[src/rtl/lsu_pkg.sv]
// Shared types for the load/store unit: FSM state encoding and funct3 access codes.
package lsu_pkg;

  typedef enum logic [1:0] {
    IDLE = 2'd0,
    REQ  = 2'd1,
    DONE = 2'd2
  } lsu_state_e;

  localparam logic [2:0] F3_B  = 3'b000;
  localparam logic [2:0] F3_H  = 3'b001;
  localparam logic [2:0] F3_W  = 3'b010;
  localparam logic [2:0] F3_BU = 3'b100;
  localparam logic [2:0] F3_HU = 3'b101;

endpackage

[src/rtl/lsu_align.sv]
// Byte-lane alignment: store enables/replication and load shift with sign/zero extension.
module lsu_align
  import lsu_pkg::*;
#(
  parameter int unsigned XLEN = 32
) (
  input  logic [2:0]      funct3,
  input  logic [1:0]      addr_lo,
  input  logic [XLEN-1:0] store_data,
  input  logic [XLEN-1:0] rdata,
  output logic [3:0]      we,
  output logic [XLEN-1:0] wdata,
  output logic [XLEN-1:0] load_data
);

  logic [4:0]      shamt;
  logic [XLEN-1:0] shifted;

  always_comb begin
    we    = 4'b1111;
    wdata = store_data;
    shamt = '0;
    case (funct3[1:0])
      2'b00: begin
        we    = 4'b0001 << addr_lo;
        wdata = {(XLEN/8){store_data[7:0]}};
        shamt = {addr_lo, 3'b000};
      end
      2'b01: begin
        we    = addr_lo[1] ? 4'b1100 : 4'b0011;
        wdata = {(XLEN/16){store_data[15:0]}};
        shamt = {addr_lo[1], 4'b0000};
      end
      default: ;
    endcase

    // Halfword ignores addr[0] and word ignores addr[1:0], matching the store lanes.
    shifted = rdata >> shamt;
    case (funct3)
      F3_B:    load_data = {{(XLEN-8){shifted[7]}}, shifted[7:0]};
      F3_H:    load_data = {{(XLEN-16){shifted[15]}}, shifted[15:0]};
      F3_BU:   load_data = {{(XLEN-8){1'b0}}, shifted[7:0]};
      F3_HU:   load_data = {{(XLEN-16){1'b0}}, shifted[15:0]};
      default: load_data = shifted;
    endcase
  end

endmodule

[src/rtl/load_store_unit.sv]
// MEM-stage load/store unit: IDLE/REQ/DONE handshake on the data-memory port.
// Optional LSU_MISALIGN_TRAP_EN: misaligned H/W accesses skip memory and flag misalign.
module load_store_unit
  import lsu_pkg::*;
#(
  parameter int unsigned XLEN     = 32,
  parameter int unsigned MAX_WAIT = 0
) (
  input  logic            clk,
  input  logic            rst_n,
  input  logic            mem_valid,
  input  logic            mem_read,
  input  logic            mem_write,
  input  logic [2:0]      funct3,
  input  logic [XLEN-1:0] addr,
  input  logic [XLEN-1:0] store_data,
  output logic            stall,
  output logic            load_valid,
  output logic [XLEN-1:0] load_data,
  output logic            misalign,
  output logic            dm_req,
  output logic [3:0]      dm_we,
  output logic [XLEN-1:0] dm_addr,
  output logic [XLEN-1:0] dm_wdata,
  input  logic            dm_ack,
  input  logic [XLEN-1:0] dm_rdata
);

  localparam int unsigned CW = (MAX_WAIT > 1) ? $clog2(MAX_WAIT) : 1;

  lsu_state_e      state_q, state_d;
  logic [XLEN-1:0] dm_addr_q, dm_addr_d;
  logic [XLEN-1:0] dm_wdata_q, dm_wdata_d;
  logic [XLEN-1:0] load_data_q, load_data_d;
  logic [3:0]      dm_we_q, dm_we_d;
  logic [2:0]      f3_q, f3_d;
  logic [1:0]      lo_q, lo_d;
  logic            store_q, store_d;
  logic            err_q, err_d;
  logic [CW-1:0]   wait_q, wait_d;

  logic            start, mis, timeout;
  logic [2:0]      al_f3;
  logic [1:0]      al_lo;
  logic [3:0]      al_we;
  logic [XLEN-1:0] al_wdata, al_ldata;

  assign start = mem_valid & (mem_read | mem_write);

`ifdef LSU_MISALIGN_TRAP_EN
  assign mis = (funct3[1:0] == 2'b01 && addr[0]) || (funct3[1] && addr[1:0] != 2'b00);
`else
  assign mis = 1'b0;
`endif

  assign timeout = (MAX_WAIT != 0) && (wait_q == CW'(MAX_WAIT - 1));

  // One aligner serves both paths: live inputs in IDLE, captured access afterwards.
  assign al_f3 = (state_q == IDLE) ? funct3    : f3_q;
  assign al_lo = (state_q == IDLE) ? addr[1:0] : lo_q;

  lsu_align #(.XLEN(XLEN)) u_align (
    .funct3     (al_f3),
    .addr_lo    (al_lo),
    .store_data (store_data),
    .rdata      (dm_rdata),
    .we         (al_we),
    .wdata      (al_wdata),
    .load_data  (al_ldata)
  );

  always_comb begin
    state_d     = state_q;
    dm_addr_d   = dm_addr_q;
    dm_wdata_d  = dm_wdata_q;
    load_data_d = load_data_q;
    dm_we_d     = dm_we_q;
    f3_d        = f3_q;
    lo_d        = lo_q;
    store_d     = store_q;
    err_d       = err_q;
    wait_d      = '0;
    case (state_q)
      IDLE: begin
        if (start) begin
          f3_d       = funct3;
          lo_d       = addr[1:0];
          store_d    = mem_write;
          dm_addr_d  = {addr[XLEN-1:2], 2'b00};
          dm_wdata_d = al_wdata;
          dm_we_d    = mem_write ? al_we : 4'b0000;
          err_d      = mis;
          if (mis) begin
            dm_we_d = '0;
            state_d = DONE;
          end else begin
            state_d = REQ;
          end
        end
      end
      REQ: begin
        wait_d = wait_q + CW'(1);
        if (dm_ack) begin
          state_d = DONE;
          err_d   = 1'b0;
          if (!store_q) load_data_d = al_ldata;
        end else if (timeout) begin
          state_d = DONE;
          err_d   = 1'b1;
        end
      end
      DONE:    state_d = IDLE;
      default: state_d = IDLE;
    endcase
  end

  always_ff @(posedge clk or negedge rst_n) begin
    if (!rst_n) begin
      state_q     <= IDLE;
      dm_addr_q   <= '0;
      dm_wdata_q  <= '0;
      load_data_q <= '0;
      dm_we_q     <= '0;
      f3_q        <= '0;
      lo_q        <= '0;
      store_q     <= 1'b0;
      err_q       <= 1'b0;
      wait_q      <= '0;
    end else begin
      state_q     <= state_d;
      dm_addr_q   <= dm_addr_d;
      dm_wdata_q  <= dm_wdata_d;
      load_data_q <= load_data_d;
      dm_we_q     <= dm_we_d;
      f3_q        <= f3_d;
      lo_q        <= lo_d;
      store_q     <= store_d;
      err_q       <= err_d;
      wait_q      <= wait_d;
    end
  end

  assign stall      = (state_q == REQ) || (state_q == IDLE && start);
  assign dm_req     = (state_q == REQ);
  assign load_valid = (state_q == DONE) && !store_q && !err_q;
  assign misalign   = (state_q == DONE) && err_q;
  assign load_data  = load_data_q;
  assign dm_we      = dm_we_q;
  assign dm_addr    = dm_addr_q;
  assign dm_wdata   = dm_wdata_q;

endmodule

[config.mk]
export PLATFORM = sky130hd
export DESIGN_NAME = load_store_unit
export DESIGN_NICKNAME = d
export VERILOG_FILES = /design/src/rtl/lsu_pkg.sv /design/src/rtl/lsu_align.sv /design/src/rtl/load_store_unit.sv
export SDC_FILE = /design/constraint.sdc
export NUM_CORES = 1
export LEC_CHECK = 0
export CAP_MARGIN = 20
export CORE_ASPECT_RATIO = 0.7
export CORE_UTILIZATION = 40
export CTS_BUF_LIST = sky130_fd_sc_hd__clkbuf_8
export DETAILED_ROUTE_END_ITERATION = 10
export HOLD_SLACK_MARGIN = 0.05
export PLACE_DENSITY = 0.76
export SLEW_MARGIN = 20
export SYNTH_ARGS = -nofsm -noshare
export SYNTH_HDL_FRONTEND = slang
export SYNTH_SLANG_ARGS = --single-unit
[constraint.sdc]
create_clock -name clk -period 4.94 [get_ports clk]
set_input_delay 0.494 -clock clk [delete_from_list [all_inputs] [get_ports clk]]
set_output_delay 0.494 -clock clk [all_outputs]
set_load 0.02 [all_outputs]
==> flow_metrics.tcl <==
set metrics [dict create \
    fin_hold_ws_ns 0.2025 \
    dp_hpwl_um 10730 \
    drc 0 \
    finalWirelength_um 14580 \
    ff2ff_path_depth 6 \
    die_w_um 135.1 \
    cellLeakagePower_nw 3.248 \
    setup-violations-final 0 \
    clk_pin_slew_ns 0.10 \
    rsz0062_at_grt "no" \
    crit_start "state_q[0]" \
    insertion_delay_ns 0.36 \
    place.gp.congestion 0.9262 \
    setup_tns_ns 0 \
    finClkSkew_ns 0.009846 \
    die-area_um2 12850 \
    cts_buffers 9 \
    r2r_start "state_q[0]" \
    ys_seq_elements 106 \
    start_kind "flop" \
    nets 826 \
    crit_family "simple AND/OR/NAND/NOR gates" \
    cap_violations 0 \
    row_count 33 \
    fin_cells 883 \
    r2r_slack_ns 1.97 \
    wire_per_inst_um 16.51 \
    synth_area_um2 4957 \
    yosysSeqAreaShare_pct 53.51 \
    cp_slowest_cell "nor2_1" \
    drv_slew 0 \
    coreArea_um2 11890 \
    hold_viol_final 0 \
    track_usage_pct 23.49 \
    drive_gt1_share_pct 8.264 \
    slew_headroom_pct 33.51 \
    area_delta_synth_final_pct 46.82 \
    grt_pass1_vias 4311 \
    dpl-instance-area_um2 7047 \
    min_period_ns 3.031 \
    antenna_cells 0 \
    die_y_um 95.14 \
    peakVddDrop_mv 0.3244 \
    post_cts_resized 0 \
    cp.depth 4 \
    syn_avg_cell_area_um2 9.301 \
    worst_slew_pin_slew_ns 0.9974 \
    synth_ff_type "dfrtp_1" \
    setup_slack_ns 1.909 \
    path_buf_inv 1 \
    clk_path_buf_depth 2 \
    crit-reg2reg-capture "load_data[30]" \
    crit_arrival_ns 2.54 \
    root_buffer "clkbuf_8" \
    clock.fmax_mhz 329.9 \
    crit_fanout 11 \
    fillers 980 \
    ff_latch_area_um2 2653 \
    h-tree-depth 3 \
    io_pins 209 \
    max_stage_delay_ns 0.68 \
    viasPerCell 5.026 \
    cts.sinks 106 \
    grt_pass1_wl_um 23080 \
    antenna_left 0 \
    multi_input_area_um2 2108 \
    ys_warn_count 0 \
    dp.cells 867 \
    p_per_area_nw_per_um2 567.3 \
    status "finished, final reports clean" \
    postCtsSetupRepairBufs 0 \
    tritoncts "done" \
    async_reset_ff_share_pct 100.0 \
    hp-class "in2async" \
    portBuffers 205 \
    grt_max_degree 65 \
    overflow 0 \
    initial_core_util_pct 41.69 \
    fin_crit_sh_pct 61.36 \
    cts_hold_buf 0 \
    vias 4438 \
    cp.required_ns 4.45 \
    critPathKind "reg2out" \
    crit_chain "nor2_1 > o211ai_1 > nand2_1 > clkdlybuf4s50_1" \
    place_ws_ns 1.611 \
    drt_iter0_markers 282 \
    endpoint_kind "primary output" \
    synth-edff-count 0 \
    synthCells 533 \
    antenna_found_initial 0 \
    dr.pass1.iters 5 \
    synth.distinct_cells 47 \
    final_cell_area_um2 7278 \
]
registers in the layout (all words and copies together), names as in the netlist:
signal     cells
dm_addr       30
dm_we          4
dm_wdata      32
state_q        2
store_q        1
load_data     32
f3_q           3
lo_q           2
layout make-up:
| type | instances | area share (%) |
|---|---|---|
| inverter | 3 | 0.1547 |
| sequential | 106 | 36.44 |
| tap | 157 | 2.699 |
| timing repair buffer | 210 | 28.67 |
| clock buffer | 9 | 1.702 |
| clock inverter | 7 | 1.358 |
| multi-input combinational | 391 | 28.97 |
layout by cell type, fill, tap and decap left out, drive strengths merged, types with 7 or more instances in the layout:
| cell type | n |
|---|---|
| a211oi | 7 |
| a21oi | 36 |
| a31oi | 17 |
| clkbuf | 9 |
| clkdlybuf4s50 | 204 |
| dfrtp | 106 |
| mux2 | 15 |
| mux2i | 20 |
| nand2 | 189 |
| nor2 | 51 |
| nor2b | 7 |
| o21ai | 15 |
| o22a | 7 |
through the flow:
stage          power [mW]  utilization [%]
2_1_floorplan       2.548                -
3_3_place_gp        3.490            59.26
3_5_place_dp        3.545            59.26
4_1_cts             4.156            61.13
5_1_grt             4.384            61.21
6_report            4.129            61.21
synth_stat cells, types with 2 or more instances:
cell | n | share of area [%]
a21oi_1 | 25 | 2.5
dfrtp_1 | 106 | 54
a31oi_1 | 16 | 2.0
mux2_2 | 15 | 3.4
buf_6 | 2 | 0.45
inv_1 | 3 | 0.23
a21o_1 | 3 | 0.45
buf_1 | 5 | 0.38
o21ai_0 | 14 | 1.4
mux2i_1 | 18 | 3.6
a211oi_1 | 7 | 1.1
nor3_1 | 2 | 0.20
clkbuf_1 | 17 | 1.3
o22a_1 | 7 | 1.2
nand2_1 | 189 | 14
nor2_1 | 50 | 3.8
buf_4 | 3 | 0.45
clkbuf_8 | 4 | 1.1
and2_1 | 2 | 0.25
a21oi_2 | 10 | 1.8
nor2b_1 | 7 | 0.88
buf_2 | 3 | 0.30
per-layer routing:
layer | share of wire (%) | GRT usage (%) | vias up
met5 | 0 | 0 | -
met1 | 47 | 32.85 | 2128
met4 | 0.71 | 4.588 | 0
met3 | 8.7 | 7.337 | 10
li1 | - | - | 2129
met2 | 44 | 36.00 | 171
power by group:
part           internal (mW)  total [mW]  switching, mW
Clock                  0.289       0.598          0.309
Sequential              1.23        1.45          0.223
Combinational          0.970        2.08           1.11
Total                   2.48        4.13           1.64
logic make-up after synthesis:
logic type | count (synthesis) | share of synthesized area [%]
buffers and inverters | 38 | 4.366
other | 1 | 0.07565
DFF | 106 | 53.51
muxes | 35 | 7.774
and+or+nand+nor | 262 | 21.66
AOI/OAI and AO/OA | 91 | 12.62
how the worst max path moves through the flow:
stage | end | slack [ns]
after global placement | load_data[29] | 1.69
after global routing | stall | 1.73
final | stall | 1.91
after CTS | stall | 1.96
after detailed placement | load_data[29] | 1.61
after floorplan | load_data[10] | 2.67
Note: power is estimated with default switching activity, not from simulation.
